$ cat config.mk
export PLATFORM = sky130hd
export DESIGN_NAME = memory_request_initiator
export DESIGN_NICKNAME = d
export VERILOG_FILES = /design/src/rtl/g76_mem_pkg.sv /design/src/rtl/command_fifo.sv /design/src/rtl/memory_request_initiator.sv
export SDC_FILE = /design/constraint.sdc
export NUM_CORES = 1
export LEC_CHECK = 0
export BUFFER_PORTS_ARGS = -buffer_cell sky130_fd_sc_hd__buf_2
export CORE_ASPECT_RATIO = 1.75
export CORE_UTILIZATION = 30
export CTS_CLUSTER_SIZE = 12
export DETAILED_ROUTE_END_ITERATION = 16
export PLACE_DENSITY = 0.5
export SYNTH_ARGS = -nofsm -noshare
export SYNTH_HDL_FRONTEND = slang
export SYNTH_SLANG_ARGS = --single-unit
$ cat constraint.sdc
create_clock -name i_clock -period 5.45 [get_ports i_clock]
set_input_delay 0.2725 -clock i_clock [delete_from_list [all_inputs] [get_ports i_clock]]
set_output_delay 0.2725 -clock i_clock [all_outputs]
set_load 0.005 [all_outputs]
$ cat src/rtl/g76_mem_pkg.sv
// Shared types and constants for the memory request initiator.
//   DefaultScreenWidth/DefaultScreenHeight : default pixel bounds
//   initiator_state_t                      : request FSM states
//   mem_cmd_t                              : one buffered host command
//   pixel_addr()                           : packs a command into the {y, x} RAM address
package g76_mem_pkg;

  localparam int unsigned DefaultScreenWidth  = 320;
  localparam int unsigned DefaultScreenHeight = 240;
  localparam int unsigned CoordXW             = 9;
  localparam int unsigned CoordYW             = 8;
  localparam int unsigned PixelW              = 8;
  localparam int unsigned AddrW               = CoordYW + CoordXW;

  typedef enum logic [1:0] {
    IDLE,
    WRITE_WAIT,
    READ_WAIT,
    GAP
  } initiator_state_t;

  typedef struct packed {
    logic               write;
    logic [CoordYW-1:0] y;
    logic [CoordXW-1:0] x;
    logic [PixelW-1:0]  data;
  } mem_cmd_t;

  function automatic logic [AddrW-1:0] pixel_addr(input mem_cmd_t cmd);
    return {cmd.y, cmd.x};
  endfunction

endpackage

$ cat src/rtl/command_fifo.sv
// Small synchronous FIFO of mem_cmd_t entries.
//   i_clock, i_reset : clock, asynchronous active-high reset (flushes pointers)
//   i_push, i_data   : enqueue an entry (accepted when not full, or when popping while full)
//   i_pop, o_head    : dequeue; o_head is the current head entry
//   o_full, o_empty  : status from read/write pointers carrying an extra wrap bit
module command_fifo
  import g76_mem_pkg::*;
#(
  parameter int unsigned DEPTH = 4
) (
  input  logic     i_clock,
  input  logic     i_reset,
  input  logic     i_push,
  input  mem_cmd_t i_data,
  input  logic     i_pop,
  output mem_cmd_t o_head,
  output logic     o_full,
  output logic     o_empty
);

  localparam int unsigned AW = $clog2(DEPTH);

  mem_cmd_t    r_mem [DEPTH];
  logic [AW:0] r_wr_ptr;
  logic [AW:0] r_rd_ptr;
  logic        w_do_push;
  logic        w_do_pop;

  // Same index with differing wrap bits means the writer has lapped the reader.
  assign o_full  = (r_wr_ptr[AW] != r_rd_ptr[AW]) &&
                   (r_wr_ptr[AW-1:0] == r_rd_ptr[AW-1:0]);
  assign o_empty = (r_wr_ptr == r_rd_ptr);
  assign o_head  = r_mem[r_rd_ptr[AW-1:0]];

  assign w_do_pop  = i_pop && !o_empty;
  assign w_do_push = i_push && (!o_full || w_do_pop);

  always_ff @(posedge i_clock or posedge i_reset) begin
    if (i_reset) begin
      r_wr_ptr <= '0;
      r_rd_ptr <= '0;
    end else begin
      if (w_do_push) r_wr_ptr <= r_wr_ptr + (AW + 1)'(1);
      if (w_do_pop)  r_rd_ptr <= r_rd_ptr + (AW + 1)'(1);
    end
  end

  // Storage needs no reset: pointers define which entries are live.
  always_ff @(posedge i_clock) begin
    if (w_do_push) r_mem[r_wr_ptr[AW-1:0]] <= i_data;
  end

endmodule

$ cat src/rtl/memory_request_initiator.sv
// Host-side initiator for the memory manager's CPU port.
//   i_clock, i_reset            : clock, asynchronous active-high reset
//   i_cmd_* / o_cmd_ready       : host pixel command (write flag, x, y, data), valid/ready
//   o_rsp_valid/o_rsp_data      : one-entry read response, held until i_rsp_ready
//   o_drop_count                : out-of-range commands dropped (saturating)
//   o_timeout_error             : sticky, set when a request is abandoned
//   o_memory_*                  : level request, {y, x} address and write data to the manager
//   i_memory_*                  : read data and one-cycle completion pulses from the manager
module memory_request_initiator
  import g76_mem_pkg::*;
#(
  parameter int unsigned FIFO_DEPTH     = 4,
  parameter int unsigned SCREEN_WIDTH   = DefaultScreenWidth,
  parameter int unsigned SCREEN_HEIGHT  = DefaultScreenHeight,
  parameter int unsigned TIMEOUT_CYCLES = 64
) (
  input  logic               i_clock,
  input  logic               i_reset,
  input  logic               i_cmd_valid,
  output logic               o_cmd_ready,
  input  logic               i_cmd_write,
  input  logic [CoordXW-1:0] i_cmd_x,
  input  logic [CoordYW-1:0] i_cmd_y,
  input  logic [PixelW-1:0]  i_cmd_data,
  output logic               o_rsp_valid,
  input  logic               i_rsp_ready,
  output logic [PixelW-1:0]  o_rsp_data,
  output logic [7:0]         o_drop_count,
  output logic               o_timeout_error,
  output logic [AddrW-1:0]   o_memory_address,
  output logic               o_memory_read_request,
  output logic               o_memory_write_request,
  output logic [PixelW-1:0]  o_memory_write_data,
  input  logic [PixelW-1:0]  i_memory_read_data,
  input  logic               i_memory_read_complete,
  input  logic               i_memory_write_complete
);

  localparam int unsigned TimeoutW = $clog2(TIMEOUT_CYCLES);

  initiator_state_t      r_state;
  logic [TimeoutW-1:0]   r_wait_cnt;
  logic                  r_ready_en;
  logic                  r_rd_req;
  logic                  r_wr_req;
  logic [AddrW-1:0]      r_addr;
  logic [PixelW-1:0]     r_wdata;
  logic                  r_rsp_valid;
  logic [PixelW-1:0]     r_rsp_data;
  logic [7:0]            r_drop_cnt;
  logic                  r_timeout_err;

  mem_cmd_t w_cmd_in;
  mem_cmd_t w_head;
  logic     w_full;
  logic     w_empty;
  logic     w_accept;
  logic     w_in_range;
  logic     w_push;
  logic     w_pop;
  logic     w_timeout;
  logic     w_capture;

  // Ready is held low through reset and for the first edge after it.
  assign o_cmd_ready = r_ready_en && !w_full;
  assign w_accept    = i_cmd_valid && o_cmd_ready;
  assign w_in_range  = (32'(i_cmd_x) < SCREEN_WIDTH) && (32'(i_cmd_y) < SCREEN_HEIGHT);
  assign w_push      = w_accept && w_in_range;
  assign w_cmd_in    = '{write: i_cmd_write, y: i_cmd_y, x: i_cmd_x, data: i_cmd_data};

  // A read at the head must wait until the previous response has been consumed.
  assign w_pop     = (r_state == IDLE) && !w_empty && (w_head.write || !r_rsp_valid);
  assign w_timeout = (r_wait_cnt == TimeoutW'(TIMEOUT_CYCLES - 1));
  assign w_capture = (r_state == READ_WAIT) && i_memory_read_complete;

  command_fifo #(
    .DEPTH (FIFO_DEPTH)
  ) u_command_fifo (
    .i_clock (i_clock),
    .i_reset (i_reset),
    .i_push  (w_push),
    .i_data  (w_cmd_in),
    .i_pop   (w_pop),
    .o_head  (w_head),
    .o_full  (w_full),
    .o_empty (w_empty)
  );

  always_ff @(posedge i_clock or posedge i_reset) begin
    if (i_reset) begin
      r_state       <= IDLE;
      r_wait_cnt    <= '0;
      r_rd_req      <= 1'b0;
      r_wr_req      <= 1'b0;
      r_addr        <= '0;
      r_wdata       <= '0;
      r_timeout_err <= 1'b0;
    end else begin
      unique case (r_state)
        IDLE: begin
          if (w_pop) begin
            r_addr     <= pixel_addr(w_head);
            r_wdata    <= w_head.data;
            r_wait_cnt <= '0;
            if (w_head.write) begin
              r_wr_req <= 1'b1;
              r_state  <= WRITE_WAIT;
            end else begin
              r_rd_req <= 1'b1;
              r_state  <= READ_WAIT;
            end
          end
        end
        WRITE_WAIT: begin
          // Completion wins over a timeout landing on the same edge.
          if (i_memory_write_complete) begin
            r_wr_req <= 1'b0;
            r_state  <= GAP;
          end else if (w_timeout) begin
            r_wr_req      <= 1'b0;
            r_timeout_err <= 1'b1;
            r_state       <= GAP;
          end else begin
            r_wait_cnt <= r_wait_cnt + TimeoutW'(1);
          end
        end
        READ_WAIT: begin
          if (i_memory_read_complete) begin
            r_rd_req <= 1'b0;
            r_state  <= GAP;
          end else if (w_timeout) begin
            r_rd_req      <= 1'b0;
            r_timeout_err <= 1'b1;
            r_state       <= GAP;
          end else begin
            r_wait_cnt <= r_wait_cnt + TimeoutW'(1);
          end
        end
        GAP: begin
          r_state <= IDLE;
        end
        default: begin
          r_state <= IDLE;
        end
      endcase
    end
  end

  // Response buffer: a capture takes priority over a same-cycle consume.
  always_ff @(posedge i_clock or posedge i_reset) begin
    if (i_reset) begin
      r_rsp_valid <= 1'b0;
      r_rsp_data  <= '0;
    end else if (w_capture) begin
      r_rsp_valid <= 1'b1;
      r_rsp_data  <= i_memory_read_data;
    end else if (r_rsp_valid && i_rsp_ready) begin
      r_rsp_valid <= 1'b0;
    end
  end

  always_ff @(posedge i_clock or posedge i_reset) begin
    if (i_reset) begin
      r_ready_en <= 1'b0;
      r_drop_cnt <= '0;
    end else begin
      r_ready_en <= 1'b1;
      if (w_accept && !w_in_range && (r_drop_cnt != 8'hFF)) begin
        r_drop_cnt <= r_drop_cnt + 8'd1;
      end
    end
  end

  assign o_rsp_valid            = r_rsp_valid;
  assign o_rsp_data             = r_rsp_data;
  assign o_drop_count           = r_drop_cnt;
  assign o_timeout_error        = r_timeout_err;
  assign o_memory_address       = r_addr;
  assign o_memory_read_request  = r_rd_req;
  assign o_memory_write_request = r_wr_req;
  assign o_memory_write_data    = r_wdata;

endmodule

* After elaboration in Yosys (flattened, before gate mapping) *
Memory sizes are Yosys's and may differ from the RTL's.
Cells that the tools add are included.
Widths: inputs -> output; s select.

cells by class
  $add $sub $neg = 4
  $mul = 0
  divide/modulo/power cells = 0
  magnitude comparators = 2
  equal/unequal tests = 15
  shifts and indexed selects = 0
  multiplexer cells = 28
  bitwise operators = 0
  reduce and logical (&&, ||, !) cells = 30

operator list
  operator             count
  $mux 6               4
  $pmux 6 s3           1
  $mux 1               14
  $logic_and 1x1->1    13
  $reduce_and 4->1     3
  $mux 2               5
  $lt 9x9->1 const B   1
  $add 8x1->8 const B  1
  $lt 8x8->1 const B   1
  $ne 2x2->1 const B   4
  $ne 8x8->1 const B   1
  $pmux 2 s4           1
  $reduce_bool 2->1    4
  $add 3x1->3 const B  2
  $add 6x1->6 const B  1
  $eq 6x6->1 const B   1
  $ne 3x3->1 const B   2
  $pmux 1 s2           3
  $eq 2x2->1 const B   2
  $logic_not 1->1      4
  $eq 3x3->1           1
  $reduce_and 3->1     1
  $reduce_bool 3->1    1
  $eq 2x1->1 const B   1
  6 further kinds      7

storage, ports and cells
  register bits = 60
  latch bits = 0
  bits in writable memories = 104
  bits in read-only memories = 0
  input port bits = 40
  output and inout port bits = 46
  logic and storage cells = 93
  memories kept = 1

memory list
  name                  words  bits a word  rd ports  clocked after memory_dff  write ports  RTL line            RTL
  u_command_fifo.r_mem  4      26           1         0                         1            command_fifo.sv:23  mem_cmd_t r_mem [DEPTH];

* Depth between registers and ports, before layout *
  depth in word-level cells = 9
  gate-level depth with buffers = 8
  depth with buffers taken out = 7

* Hierarchy *
From an unflattened synthesis, not the netlist that was laid out.

second synthesis, totals
  cell total of the unflattened synthesis = 371
  area total of the unflattened synthesis = 6,667.6 µm²

modules (own cells, without submodules)
  module                    times used  cells each  area each (µm²)  seq. area each (µm²)
  command_fifo              1           172         4,196.5          3,273.1
  memory_request_initiator  1           199         2,471.1          1,351.3

* Worst setup path before layout *
No wires, ideal clock.

  kind = flip-flop to flip-flop
  start = register u_command_fifo.r_rd_ptr[0]
  end = memory u_command_fifo.r_mem[3][0] (netlist name) (enable)
  library setup time = 0.387 ns
  arrival = 1.866 ns
  data required time = 5.063 ns
  setup slack = 3.198 ns
  stages on the path, launching flop included = 6
  path buffers = 1
  period minus slack after synthesis = 2.252 ns
  path through = dfrtp_1 -> buf_6 -> xor2_2 -> o311ai_0 -> nor2_1 -> and2_1

between the ends
  word-level cells in the longest chain between the ends = 9
  elaborated cells between the ends (all ways) = 17
  classes of those cells = eq/ne (2); mux (2); reduce/logical (12); memory (1)

ends and longest elaborated chain
  what                                                  RTL line            RTL
  start: declaration                                    command_fifo.sv:25  logic [AW:0] r_rd_ptr;
  start signal: assignment                              command_fifo.sv:44  if (w_do_pop) r_rd_ptr <= r_rd_ptr + (AW + 1)'(1);
  branches (longest 6 deep; another with $mem_v2 4x26)  n/a
  $logic_and 1x1->1 *                                   command_fifo.sv:36  assign w_do_push = i_push && (!o_full || w_do_pop);
  $mux 1 *                                              command_fifo.sv:50  if (w_do_push) r_mem[r_wr_ptr[AW-1:0]] <= i_data;
  $mux 1 (implied by the code) *                        command_fifo.sv:50
  end: declaration                                      command_fifo.sv:23

Mark *: on every way between the ends.

* Worst setup path in the final report *
  start = register u_command_fifo.r_rd_ptr[0]
  end = register r_addr[15] (netlist: o_memory_address[15])

between the ends
  word-level cells in the longest chain between the ends = 5
  elaborated cells between the ends (all ways) = 7
  classes of those cells = eq/ne (1); reduce/logical (5); memory (1)

ends and longest elaborated chain
  what                                                  RTL line                         RTL
  branches (longest 5 deep; another with $mem_v2 4x26)  n/a
  end signal: assignment                                memory_request_initiator.sv:102  r_addr <= pixel_addr(w_head);
  end: declaration                                      memory_request_initiator.sv:46   logic [AddrW-1:0] r_addr;

Parallel ways; which one is timed is not known.
A chain may end at the register's enable or synchronous reset.

==> impl_metrics.py <==
metrics = {
    "status": {
        "status": "finished, final reports clean",
    },
    "cells_and_area": {
        "antennaDiodeCount": 0,
        "drive_above_1_share_pct": 41.1,
        "final_area_um2": 7820,
        "fill_cells": 2027,
        "ff_latch_area_um2": 4630,
        "finalNetCount": 504,
        "area_delta_synth_final_pct": 19.7,
        "stdcell_count": 757,
        "multi_input_area_um2": 1800,
    },
    "synth": {
        "syn-instance-count": 358,
        "avgSynthCellArea_um2": 18.2,
        "yosys_warnings": 0,
        "netlist_area_um2": 6530,
        "ys_ff_latch": 164,
        "synth_nets": 410,
        "ys_seq_area_share_pct": 70.8,
        "synth.distinct_cells": 48,
    },
    "setup_path": {
        "worst-endpoint-required_ns": 5.74,
        "cp.arrival_ns": 3.20,
        "critPathLaunchType": "flop",
        "r2r_start": "u_command_fifo.r_rd_ptr[0]$_DFFE_PP0P_",
        "end_kind": "flop",
        "r2r-end": "o_memory_address[15]$_DFFE_PP0P_",
        "cp_max_fo": 30,
        "crit_path_start": "u_command_fifo.r_rd_ptr[0]$_DFFE_PP0P_",
        "reg2reg_slack_ns": 2.54,
        "r2r_cells": 4,
        "crit_type": "reg -> reg",
    },
    "clock_network": {
        "tritoncts": "built",
        "worstSkewPairLatency_ns": 0.41,
        "cts-buffers-inserted": 17,
        "cts_resized": 0,
        "clockRootBuffer": "clkbuf_16",
        "hold_buffers": 0,
        "htreeDepth": 4,
        "cts_sinks": 164,
        "clkTransAtPathRegs_ns": 0.06,
        "clk_path_buf_depth": 2,
        "cts_setup_buffers": 0,
    },
    "drt": {
        "via_per_inst": 4.46,
        "drt_iter0_drc": 164,
        "antenna_left": 0,
        "vias": 3377,
        "dr.pass1.iters": 4,
        "routedWlPerCell_um": 16.6,
        "routed_wl_mm": 12.5,
        "drc": 0,
    },
    "timing": {
        "relSlewSlack_pct": 33.2,
        "setup_violations": 0,
        "final_hold_viol_count": 0,
        "rsz0062_at_grt": "no",
        "fin_setup_tns_ns": 0,
        "timing.final.crit_share_pct": 53.3,
        "tightest_slew_ns": 1.00,
        "fmax_mhz": 344,
        "clock_skew_ns": 0.00710,
        "slew_viol_final": 0,
        "post-route-min-period_ns": 2.91,
    },
    "floorplan": {
        "start_util_pct": 30.5,
        "die_h_um": 197,
        "io_pins": 86,
        "die_area_um2": 22400,
        "die_width_um": 114,
        "rows": 71,
        "core_area_um2": 21400,
    },
    "power_and_ir_drop": {
        "p_leak_uw": 0.00300,
        "ir_drop_uv": 231,
        "powerDensity_nw_per_um2": 535,
    },
    "min_path": {
        "hp-start": "i_rsp_ready",
        "whs_path_depth": 2,
        "hp-class": "in -> reg",
        "min_to": "o_rsp_valid$_DFFE_PP0P_",
    },
    "run": {
        "max-cap-violations": 0,
    },
    "grt": {
        "grt_overflow": 0,
        "gr-usage-all-layers_pct": 11.9,
        "grt_pass1_vias": 3575,
        "antenna_found_initial": 0,
        "grt_max_degree": 61,
        "grt_pass1_wl_mm": 19.7,
    },
    "place": {
        "io_buffers": 85,
        "dpl_cell_area_um2": 7270,
        "post-place-cells": 725,
        "dp_hpwl_mm": 8.26,
        "gp_congestion": 0.739,
    },
}
[sequential cells by signal, summed over array words and instances, names as in the netlist, 2 cells and up]
signal                   flops
u_command_fifo.r_mem       104
o_memory_address            17
o_drop_count                 8
o_memory_write_data          8
o_rsp_data                   8
r_wait_cnt                   6
u_command_fifo.r_rd_ptr      3
u_command_fifo.r_wr_ptr      3
r_state                      2
[worst max path at each step]
stage,endpoint,slack [ns],cells past startpoint
2_1_floorplan,u_command_fifo.r_mem[3][0]$_DFFE_PP_,3.20,5
3_3_place_gp,o_memory_address[14]$_DFFE_PP0P_,2.51,4
3_5_place_dp,o_memory_address[15]$_DFFE_PP0P_,2.43,4
4_1_cts,o_memory_address[15]$_DFFE_PP0P_,2.42,4
5_1_grt,u_command_fifo.r_mem[3][18]$_DFFE_PP_,2.23,4
6_report,o_memory_address[15]$_DFFE_PP0P_,2.54,4
[per-stage QoR]
step | total power [µW] | utilization [%] | setup slack [ns] | hold WS [ns]
2_1_floorplan | 2740 | - | 3.20 | 0.369
3_3_place_gp | 3100 | 33.9 | 2.51 | 0.439
3_5_place_dp | 3140 | 33.9 | 2.43 | 0.449
4_1_cts | 4260 | 36.5 | 2.42 | 0.0233
5_1_grt | 4450 | 36.5 | 2.23 | 0.0309
6_report | 4180 | 36.5 | 2.54 | 0.0408
[power by group]
part | leakage (µW) | internal (µW) | total, µW | switching [µW]
registers | 0.00167 | 1590 | 1830 | 243
logic | 0.00106 | 699 | 1240 | 543
clock network | 0.000267 | 636 | 1110 | 472
total | 0.00300 | 2930 | 4180 | 1260
[logic make-up after synthesis]
kind of cell / share of synthesized area [%]
compound gates: 2.68
xor+xnor: 1.99
fa+ha+maj: 2.30
buf+inv: 1.67
flops: 70.8
mux: 15.9
other cells: 0.0574
simple gates: 4.60
[worst max-delay path, stage by stage (launching register included)]
cell and delay, ns:
dfrtp_2 1.03, mux2_2 0.32, o22a_2 0.20, nand3_2 0.66, mux2_2 0.54
[cell type report]
class | instances | area share [%]
sequential | 164 | 59.2
multi-input combinational | 172 | 23.0
clock buffer | 18 | 5.62
timing repair buffer | 86 | 5.54
tap | 292 | 4.67
clock inverter | 14 | 1.42
inverter | 11 | 0.528
[routing by layer]
metal / vias to the layer above / global-route usage, % / wire length, µm
met5: - / 0 / 0
met4: 0 / 5.75 / 257
met3: 13 / 2.27 / 412
met2: 71 / 22.0 / 6840
met1: 1731 / 12.9 / 5040
li1: 1562 / - / -
[cells in the mapped netlist (all sizes together)]
master | instances | area share, %
a211oi | 1 | 0.12
a21o | 2 | 0.34
a21oi | 1 | 0.077
a2bb2oi | 2 | 0.27
a32o | 2 | 0.31
and2 | 5 | 0.48
and3 | 3 | 0.29
and3b | 1 | 0.13
buf | 7 | 0.80
clkbuf | 4 | 0.23
conb | 1 | 0.057
dfrtp | 60 | 23
edfxtp | 104 | 48
ha | 12 | 2.3
inv | 11 | 0.63
mux2 | 38 | 6.6
mux2i | 3 | 0.46
mux4 | 25 | 8.8
nand2 | 16 | 0.96
nand2b | 3 | 0.29
nand3 | 11 | 0.92
nand4 | 5 | 0.48
nor2 | 8 | 0.46
nor3 | 1 | 0.077
nor3b | 1 | 0.12
o2111ai | 1 | 0.13
o211ai | 1 | 0.12
o21ai | 5 | 0.38
o22a | 2 | 0.29
o2bb2ai | 1 | 0.13
o311ai | 1 | 0.13
o31a | 1 | 0.13
o31ai | 1 | 0.12
o32ai | 1 | 0.13
or2 | 1 | 0.096
or3b | 2 | 0.31
xnor2 | 10 | 1.3
xor2 | 4 | 0.65
[cells in the final DEF, fill, tap and decap left out, types with 5 or more instances in the layout]
cell type,count
nand3_1,10
clkbuf_16,17
inv_1,10
clkinv_2,5
nor2_1,8
mux2_2,37
xnor2_1,10
edfxtp_1,104
nand2_1,15
mux4_2,22
buf_2,85
ha_1,12
dfrtp_1,58
nand4_1,5
o21ai_0,5
No activity file was read; power rests on OpenSTA's default activity.
